==> src/rtl/rns_cmp_pkg.sv <==
// Shared definitions for the pipelined RNS magnitude comparator.
// Mode codes, stage-state bundle and stage-count helper.
package rns_cmp_pkg;

   localparam logic [2:0] CMP_EQ   = 3'd0;
   localparam logic [2:0] CMP_NE   = 3'd1;
   localparam logic [2:0] CMP_LT   = 3'd2;
   localparam logic [2:0] CMP_LE   = 3'd3;
   localparam logic [2:0] CMP_GT   = 3'd4;
   localparam logic [2:0] CMP_GE   = 3'd5;
   localparam logic [2:0] CMP_RSV0 = 3'd6;
   localparam logic [2:0] CMP_RSV1 = 3'd7;

   // Tag rides beside this bundle so its width can stay a parameter.
   typedef struct packed {
      logic       valid;
      logic       eq;
      logic       gt;
      logic [2:0] mode;
      logic       sgn;
   } cmp_st_t;

   function automatic int n_stages(input int w, input int c);
      return (w + c - 1) / c;
   endfunction

endpackage

==> src/rtl/rns_cmp_stage.sv <==
// One MSB-first slice of the compare plus its pipeline register.
// Consumed bits are dropped; only the lower remainder moves on.
module rns_cmp_stage
   import rns_cmp_pkg::*;
#(
   parameter  int IN_W  = 12,
   parameter  int SW    = 6,
   parameter  int TAG_W = 4,
   localparam int OUT_W = IN_W - SW,
   localparam int OW    = (OUT_W > 0) ? OUT_W : 1
) (
   input  logic             clk,
   input  logic             rst_n,
   input  logic             adv,
   input  cmp_st_t          st_in,
   input  logic [IN_W-1:0]  a_in,
   input  logic [IN_W-1:0]  b_in,
   input  logic [TAG_W-1:0] tag_in,
   output cmp_st_t          st_q,
   output logic [OW-1:0]    a_q,
   output logic [OW-1:0]    b_q,
   output logic [TAG_W-1:0] tag_q
);

   logic [SW-1:0] sa;
   logic [SW-1:0] sb;
   logic [OW-1:0] ra;
   logic [OW-1:0] rb;
   cmp_st_t       st_nx;

   assign sa = a_in[IN_W-1 -: SW];
   assign sb = b_in[IN_W-1 -: SW];

   if (OUT_W > 0) begin : g_rem
      assign ra = a_in[OW-1:0];
      assign rb = b_in[OW-1:0];
   end else begin : g_last
      assign ra = '0;
      assign rb = '0;
   end

   // Resolve this slice only while all higher slices were equal.
   always_comb begin
      st_nx = st_in;
      if (st_in.eq) begin
         st_nx.gt = (sa > sb);
         st_nx.eq = (sa == sb);
      end
   end

   // Stage register; holds the whole slot while the pipe is stalled.
   always_ff @(posedge clk or negedge rst_n) begin
      if (!rst_n) begin
         st_q  <= '0;
         a_q   <= '0;
         b_q   <= '0;
         tag_q <= '0;
      end else if (adv) begin
         st_q  <= st_nx;
         a_q   <= ra;
         b_q   <= rb;
         tag_q <= tag_in;
      end
   end

endmodule

==> src/rtl/rns_pipe_comparator.sv <==
// Parametrised pipelined magnitude comparator, CHUNK bits per stage.
// Signed operands are biased at the input so all slices compare unsigned.
module rns_pipe_comparator
   import rns_cmp_pkg::*;
#(
   parameter int WIDTH = 12,
   parameter int CHUNK = 6,
   parameter int TAG_W = 4
) (
   input  logic             clk,
   input  logic             rst_n,
   input  logic             in_valid,
   output logic             in_ready,
   input  logic [WIDTH-1:0] a,
   input  logic [WIDTH-1:0] b,
   input  logic [2:0]       mode,
   input  logic             signed_en,
   input  logic [TAG_W-1:0] tag,
   output logic             out_valid,
   input  logic             out_ready,
   output logic             result,
   output logic             gt,
   output logic             eq,
   output logic             lt,
   output logic [TAG_W-1:0] tag_out
);

   localparam int STAGES = n_stages(WIDTH, CHUNK);

   logic             adv;
   cmp_st_t          st0;
   logic [WIDTH-1:0] a0;
   logic [WIDTH-1:0] b0;
   cmp_st_t          fin;
   logic [TAG_W-1:0] fin_tag;

   assign adv      = !out_valid || out_ready;
   assign in_ready = adv;

   // Build the stage-0 slot; flipping the sign bits maps signed order onto unsigned.
   always_comb begin
      st0           = '0;
      st0.valid     = in_valid;
      st0.eq        = 1'b1;
      st0.mode      = mode;
      st0.sgn       = signed_en;
      a0            = a;
      b0            = b;
      a0[WIDTH-1]   = a[WIDTH-1] ^ signed_en;
      b0[WIDTH-1]   = b[WIDTH-1] ^ signed_en;
   end

   for (genvar k = 0; k < STAGES; k++) begin : g_stg
      localparam int IN_W = WIDTH - k * CHUNK;
      localparam int SW   = (k < STAGES - 1) ? CHUNK : IN_W;
      localparam int OW   = (IN_W > SW) ? IN_W - SW : 1;

      cmp_st_t          st_in;
      cmp_st_t          st_q;
      logic [IN_W-1:0]  a_in;
      logic [IN_W-1:0]  b_in;
      logic [OW-1:0]    a_q;
      logic [OW-1:0]    b_q;
      logic [TAG_W-1:0] tag_in;
      logic [TAG_W-1:0] tag_q;

      if (k == 0) begin : g_first
         assign st_in  = st0;
         assign a_in   = a0;
         assign b_in   = b0;
         assign tag_in = tag;
      end else begin : g_next
         assign st_in  = g_stg[k-1].st_q;
         assign a_in   = g_stg[k-1].a_q;
         assign b_in   = g_stg[k-1].b_q;
         assign tag_in = g_stg[k-1].tag_q;
      end

      rns_cmp_stage #(
         .IN_W  (IN_W),
         .SW    (SW),
         .TAG_W (TAG_W)
      ) u_stage (
         .clk    (clk),
         .rst_n  (rst_n),
         .adv    (adv),
         .st_in  (st_in),
         .a_in   (a_in),
         .b_in   (b_in),
         .tag_in (tag_in),
         .st_q   (st_q),
         .a_q    (a_q),
         .b_q    (b_q),
         .tag_q  (tag_q)
      );
   end

   assign fin     = g_stg[STAGES-1].st_q;
   assign fin_tag = g_stg[STAGES-1].tag_q;

   // Output decode; everything reads zero while no result is held.
   always_comb begin
      out_valid = fin.valid;
      gt        = fin.valid & fin.gt & ~fin.eq;
      eq        = fin.valid & fin.eq;
      lt        = fin.valid & ~fin.gt & ~fin.eq;
      tag_out   = fin.valid ? fin_tag : '0;
      case (fin.mode)
         CMP_EQ:  result = eq;
         CMP_NE:  result = gt | lt;
         CMP_LT:  result = lt;
         CMP_LE:  result = lt | eq;
         CMP_GT:  result = gt;
         CMP_GE:  result = gt | eq;
         default: result = 1'b0;
      endcase
   end

endmodule

==> config.mk <==
export PLATFORM = sky130hd
export DESIGN_NAME = rns_pipe_comparator
export DESIGN_NICKNAME = d
export VERILOG_FILES = /design/src/rtl/rns_cmp_pkg.sv /design/src/rtl/rns_cmp_stage.sv /design/src/rtl/rns_pipe_comparator.sv
export SDC_FILE = /design/constraint.sdc
export NUM_CORES = 1
export LEC_CHECK = 0
export CELL_PAD_IN_SITES_DETAIL_PLACEMENT = 1
export CELL_PAD_IN_SITES_GLOBAL_PLACEMENT = 1
export CORE_ASPECT_RATIO = 0.6
export CORE_MARGIN = 2
export CORE_UTILIZATION = 38
export CTS_CLUSTER_DIAMETER = 150
export DETAILED_ROUTE_END_ITERATION = 6
export HOLD_SLACK_MARGIN = 0.05
export PLACE_DENSITY = 0.81
export SETUP_SLACK_MARGIN = 0.4
export SLEW_MARGIN = 20
export SYNTH_ARGS = -nofsm -noshare
export SYNTH_HDL_FRONTEND = slang
export SYNTH_SLANG_ARGS = --single-unit
==> constraint.sdc <==
create_clock -name clk -period 2.8 [get_ports clk]
set_input_delay 0.42 -clock clk [delete_from_list [all_inputs] [get_ports clk]]
set_output_delay 0.42 -clock clk [all_outputs]
set_load 0.01 [all_outputs]
==> results by group, run 1 <==
GRT
  – Largest net degree at the start of global routing: 38
  – Vias in the first global route: 1412
  – Grt ovf: 0
  – Initial antenna violation count: 0
  – GR Util All Layers: 15.4%
  – First-pass GRT wire length: 6260 um

Clock tree
  – Clk buf depth: 2
  – Num CTS Buffers: 5
  – H-tree level count: 2
  – Post_cts resized: 0
  – Worst-path clk slew: 0.07 ns
  – Worst-Skew Late Latency: 0.28 ns
  – CTS root buf: clkbuf_8
  – Post-CTS Hold Buffers: 0
  – CTS Sinks: 32
  – Setup Buffers After CTS: 0
  – CTS tree: built

Detailed routing
  – Avg WL per Cell: 11.7 um
  – Routed Antenna Nets: 0
  – Final WL: 3450 um
  – Via count: 1326
  – DR vias/cell: 4.51
  – First-pass DRT Iterations: 2
  – Detailed Route Iter0 Violations: 56
  – DRC violations left: 0

Layout
  – ANT cells: 0
  – Share of layout cells above drive strength 1: 9.40%
  – Nets@finish: 281
  – Final Util: 53.9%
  – Fin area: 2270 um^2
  – Area growth syn-to-layout: 33.0%

Yosys
  – Cells after synthesis: 185
  – Area leader, netlist: dfrtp_1
  – Post-synthesis compound-gate area fraction: 9.24%
  – Synthesized cell area: 1710 um^2
  – Synth cell types: 28
  – Sequential area share after synthesis: 47.0%
  – Largest family of logic cells by synthesized area: simple AND/OR/NAND/NOR gates
  – Synth Area in XOR/XNOR: 1.54%
  – Post-synthesis simple-gate area fraction: 24.9%
  – Average footprint of a synthesized cell: 9.22 um^2
  – Syn_nets: 233
  – Dominant cells by area after synthesis: dfrtp_1, nand2_1, ha_1
  – Mux cell area share after synthesis: 0%
  – Synth Warn #: 0
  – FF+latch count, synth: 32
  – Synth top area share: 47.0%
  – Adder-Cell Fraction of Synth Area: 8.80%

Critical path
  – Max Fanout on Critical Path: 5
  – Register-to-register setup slack: 1.28 ns
  – Setup crit start kind: register
  – Crit path required time: 2.38 ns
  – Worst Setup End Kind: output pin
  – Setup CP Type: reg -> out
  – Worst EP arrival: 1.79 ns
  – R2R depth: 5

STA
  – Unrepaired setup endpoints after global routing: no
  – Hold Fails Final Rpt: 0
  – Tmin final: 2.21 ns
  – Setup_tns: 0 ns
  – Setup Viol. Count Final: 0
  – Least-Margin Pin Slew: 0.401 ns
  – Hold slack: 0.459 ns
  – Fin crit share: 78.9%
  – Final Slew Violations: 0
  – Clock skew: 0.00557 ns
  – Max frequency: 453 MHz
  – Rel. slew slack: 73.3%

Floorplan
  – Core box area: 4210 um^2
  – Initial Util: 40.5%
  – Row cnt: 18
  – Die height: 55.9 um
  – Die extent in x: 90.5 um
  – Die Area: 5060 um^2
  – I/O pins: 46

Place
  – Cell Area, Placed: 2160 um^2
  – DP Wirelength: 2620 um
  – IO Port Bufs: 45
  – Global placer's final weighted congestion: 0.703

Job
  – Number of max-cap violations: 0

Hold path
  – Hold Crit Depth: 2
  – Worst hold path type: reg -> reg

Pwr
  – LEAKAGE: 1.10 nW
  – P per Cell Area: 597 nW/um^2
  – Peak VDD IR: 0.246 mV

Outcome
  – Status: finished clean
==> registers in the layout, summed over array words and instances, names as in the netlist <==
signal and flops:
g_stg.u_stage.st_q 12, g_stg.u_stage.tag_q 8, g_stg.u_stage.a_q 6, g_stg.u_stage.b_q 6
==> logic make-up after synthesis <==
group | after synthesis
AO/OA/AOI/OAI | 21
XOR/XNOR | 3
AND/OR/NAND/NOR | 97
adder cells (fa/ha/maj) | 12
flip-flops | 32
buffers and inverters | 20
==> cells in the final DEF (no fill, tap or decap), drive strengths merged <==
cell type	n
a2111oi	1
a21oi	6
and2	5
and3b	1
buf	2
bufinv	1
clkbuf	6
clkdlybuf4s50	45
clkinv	1
dfrtp	32
ha	12
inv	14
nand2	77
nand2b	2
nand3b	1
nand4	2
nor2	4
nor2b	1
nor3	1
nor3b	3
o211ai	1
o21ai	8
o221a	1
o311a	1
o31ai	3
xnor2	1
xor2	2
==> metrics by stage <==
stage	worst slack (ns)	cells	power, mW
detailed placement	0.581	286	0.939
global route	0.509	294	1.45
finish	0.590	294	1.35
floorplan	1.22	185	0.797
CTS	0.574	294	1.38
global placement	0.624	286	0.925
==> critical path, cell delays in order (launching register included) <==
cell             delay [ns]
dfrtp_1                0.43
xor2_1                 0.18
o211ai_1               0.17
o311a_1                0.20
clkdlybuf4s50_1        0.53
==> power by group <==
part           switching, mW  leakage [nW]  internal [mW]
Clock                  0.166        0.0552          0.264
Sequential            0.0460         0.389          0.529
Combinational          0.168         0.658          0.181
Total                  0.380          1.10          0.974
==> layer usage <==
layer | vias up | GRT usage (%) | wire length [um]
met4 | 0 | 4.62 | 32
met1 | 600 | 20.8 | 1820
met5 | - | 0 | 0
met2 | 33 | 24.2 | 1430
met3 | 5 | 4.47 | 161
li1 | 688 | - | -
==> cells in the mapped netlist (all sizes together) <==
cell type  count
o21ai          8
ha            12
xor2           2
a21oi          6
o211ai         1
nand4          2
nor3           1
nor3b          3
nor2           4
and3b          1
xnor2          1
o221a          1
nand2b         2
o31ai          3
nand3b         1
buf            6
a2111oi        1
nor2b          1
o311a          1
and2           5
inv           14
dfrtp         32
nand2         77
==> path summary, 6_finish.rpt <==
path | start | end
max reg2reg | g_stg[1].u_stage.st_q[6] | g_stg[1].u_stage.st_q[4]
max | g_stg[1].u_stage.st_q[2] | result
min in group asynchronous | rst_n | g_stg[1].u_stage.tag_q[0]
min reg2reg | g_stg[1].u_stage.tag_q[2] | g_stg[1].u_stage.tag_q[2]
min | g_stg[1].u_stage.tag_q[2] | g_stg[1].u_stage.tag_q[2]
max in group asynchronous | rst_n | g_stg[0].u_stage.b_q[3]
==> cell type report <==
| cell class | count | area [um^2] |
|---|---|---|
| clock buffer | 6 | 72.6 |
| clock inverter | 2 | 35.0 |
| fill | 516 | 1940 |
| inverter | 14 | 60.1 |
| multi-input combinational | 133 | 759 |
| sequential | 32 | 801 |
| tap | 60 | 75.1 |
| timing repair buffer | 47 | 465 |
Note: power is estimated with default switching activity, not from simulation.
==> run 2, diff against run 1 <==
--- a/config.mk
+++ b/config.mk
@@ -9,11 +9,11 @@
 export CELL_PAD_IN_SITES_GLOBAL_PLACEMENT = 1
 export CORE_ASPECT_RATIO = 0.6
 export CORE_MARGIN = 2
-export CORE_UTILIZATION = 38
+export CORE_UTILIZATION = 36
 export CTS_CLUSTER_DIAMETER = 150
 export DETAILED_ROUTE_END_ITERATION = 6
 export HOLD_SLACK_MARGIN = 0.05
-export PLACE_DENSITY = 0.81
+export PLACE_DENSITY = 0.77
 export SETUP_SLACK_MARGIN = 0.4
 export SLEW_MARGIN = 20
 export SYNTH_ARGS = -nofsm -noshare
==> constraint.sdc (replaced) <==
create_clock -name clk -period 2.3 [get_ports clk]
set_input_delay 0.345 -clock clk [delete_from_list [all_inputs] [get_ports clk]]
set_output_delay 0.345 -clock clk [all_outputs]
set_load 0.01 [all_outputs]
==> run 2 against run 1 <==
  * Largest power group unchanged
  * Sequential cell count unchanged
  * Sequential share of layout area decreased by 0.22 points
  * Critical endpoint is now lt
  * Hold slack got worse by 0.0021 ns
  * Clock-buffer cell count decreased by 1
  * Critical path depth decreased by 2
  * Die area increased by 5.2%
  * Clock power increased by 24%
  * Cell area increased by 0.77%
  * Wire length increased by 2.7%
==> results by group, run 2 (synthesized netlist as in run 1, its figures left out) <==
Clock tree
  – CTS root buf: clkbuf_8
  – Post-CTS Hold Buffers: 0 (unchanged)
  – Num CTS Buffers: 5 (unchanged)
  – H-tree level count: 2 (unchanged)
  – CTS tree: built
  – Worst-path clk slew: 0.07 ns (about the same)
  – Worst-Skew Late Latency: 0.28 ns (about the same)
  – CTS Sinks: 32 (unchanged)
  – Clk buf depth: 2 (unchanged)

Layout
  – Most frequent cells in the layout: nand2_1, clkdlybuf4s50_1, dfrtp_1
  – Biggest regs: g_stg.u_stage.st_q: 12 flops, g_stg.u_stage.tag_q: 8 flops
  – Share of layout cells above drive strength 1: 11.5% (+2.1 points)
  – Area growth syn-to-layout: 34.0%
  – Largest Register: g_stg.u_stage.st_q
  – Commonest non-fill, non-tap cell in the layout: nand2_1
  – Fin area: 2290 um^2 (+0.77%)
  – Nets@finish: 282 (+0.36%)
  – Max FFs per register: 12 (unchanged)
  – FILL cells: 544 (+5.4%)
  – ANT cells: 0 (unchanged)

Floorplan
  – Core box area: 4560 um^2 (+8.4%)
  – Die height: 57.3 um (+2.5%)
  – Row cnt: 19 (+1)
  – I/O pins: 46 (unchanged)
  – Initial Util: 37.4% (-3.1 points)
  – Die Area: 5320 um^2 (+5.2%)
  – Die extent in x: 92.9 um (+2.6%)

STA
  – Worst setup margin: 0.462 ns (-0.129 ns)
  – Hold slack: 0.457 ns (-0.00208 ns)
  – Tmin final: 1.84 ns
  – Least-Margin Pin Slew: 0.407 ns (+0.00639 ns)
  – Setup Viol. Count Final: 0 (unchanged)
  – Max frequency: 544 MHz
  – Setup_tns: 0 ns (unchanged)
  – Unrepaired setup endpoints after global routing: yes
  – Fin crit share: 79.9%
  – Hold Fails Final Rpt: 0 (unchanged)
  – Rel. slew slack: 72.8% (-0.43 points)
  – Clock skew: 0.00518 ns (-0.000388 ns)
  – Final Slew Violations: 0 (unchanged)

Detailed routing
  – Detailed Route Iter0 Violations: 39 (-30%)
  – Via count: 1352 (+2.0%)
  – DRC violations left: 0 (unchanged)
  – Avg WL per Cell: 11.9 um (+1.3%)
  – Final WL: 3540 um (+2.7%)
  – DR vias/cell: 4.54 (+0.59%)
  – Routed Antenna Nets: 0 (unchanged)
  – First-pass DRT Iterations: 4 (+2)

Critical path
  – Register-to-register setup slack: 0.84 ns (-0.44 ns)
  – Setup crit start kind: register
  – Max Fanout on Critical Path: 10 (+5)
  – Crit path required time: 1.96 ns (-0.42 ns)
  – Reg2Reg Launch Point: g_stg[1].u_stage.st_q[6]
  – Slowest cell on the critical path: clkdlybuf4s50_1
  – Critical R2R Capture: g_stg[1].u_stage.st_q[4]
  – Setup CP Type: reg -> out
  – Worst EP arrival: 1.49 ns (-0.30 ns)
  – R2R depth: 5 (unchanged)
  – CP Cell Sequence: nor3b_1 > clkdlybuf4s50_1
  – Largest stage delay, worst path: 0.56 ns (+0.03 ns)
  – Worst Setup End Kind: output pin

GRT
  – Initial antenna violation count: 0 (unchanged)
  – GR Util All Layers: 15.2% (-0.24 points)
  – Grt ovf: 0 (unchanged)
  – First-pass GRT wire length: 6270 um (+0.11%)
  – Largest net degree at the start of global routing: 37 (-2.6%)
  – Vias in the first global route: 1356 (-4.0%)

Place
  – Dpl ws: 0.159 ns (-0.422 ns)
  – IO Port Bufs: 45 (unchanged)
  – Global placer's final weighted congestion: 0.718 (+2.1%)
  – DP Wirelength: 2580 um (-1.8%)
  – Cell Area, Placed: 2170 um^2 (+0.52%)

Pwr
  – P per Cell Area: 726 nW/um^2 (+22%)
  – Peak VDD IR: 0.321 mV (+31%)
  – LEAKAGE: 1.11 nW (+0.47%)
  – Pwr Total: 1.66 mW (+23%)

Job
  – Number of max-cap violations: 0 (unchanged)

Outcome
  – Status: finished clean

Hold path
  – Worst hold path type: in -> async
run 2: where the power goes:
part           switching [mW]  internal (mW)
Combinational           0.205          0.221
Sequential             0.0580          0.645
Clock                   0.212          0.320
Total                   0.475           1.19
run 2: layout make-up:
| cell class | instances | area, um^2 | share of cell area, % |
|---|---|---|---|
| Sequential cell | 32 | 802 | 35.1 |
| Multi-Input combinational cell | 133 | 766 | 33.5 |
| Tap cell | 63 | 78.8 | 3.45 |
| Timing Repair Buffer | 48 | 468 | 20.5 |
| Clock inverter | 3 | 42.5 | 1.86 |
| Clock buffer | 5 | 68.8 | 3.01 |
| Inverter | 14 | 60.1 | 2.63 |
run 2: what timing repair did:
action | CTS | global route
gates resized for setup | 2 | 5
endpoints found under the setup margin | 4 | 3
endpoints found under the hold margin | 0 | 0
gates cloned | 0 | 0
pin swaps | 0 | 0
buffers inserted | 0 | 0
run 2: worst max path at each step:
stage | from | endpoint | slack [ns]
2_1_floorplan | signed_en | g_stg[0].u_stage.st_q[4] | 0.79
5_1_grt | signed_en | g_stg[0].u_stage.st_q[4] | 0.37
3_5_place_dp | signed_en | g_stg[0].u_stage.st_q[4] | 0.16
4_1_cts | g_stg[1].u_stage.st_q[1] | result | 0.38
3_3_place_gp | signed_en | g_stg[0].u_stage.st_q[4] | 0.21
6_report | g_stg[1].u_stage.st_q[6] | lt | 0.46
run 2: metal layers:
| metal | GRT usage [%] | vias up | share of wire, % |
|---|---|---|---|
| met3 | 4.36 | 4 | 5.5 |
| met5 | 0 | - | 0 |
| met2 | 24.5 | 34 | 45 |
| met1 | 19.7 | 625 | 48 |
| li1 | - | 689 | - |
| met4 | 5.67 | 0 | 1.2 |
run 2: worst max-delay path, delay by kind of cell (launching register included):
family,cells,cell delay (ns)
flops,1,0.46
buf+inv,1,0.56
simple gates,1,0.19
run 2: stage by stage:
| stage | cells | utilization (%) |
|---|---|---|
| floorplan | 185 | - |
| global placement | 290 | 47.6 |
| detailed placement | 290 | 47.6 |
| CTS | 298 | 50.0 |
| global route | 298 | 50.1 |
| finish | 298 | 50.1 |
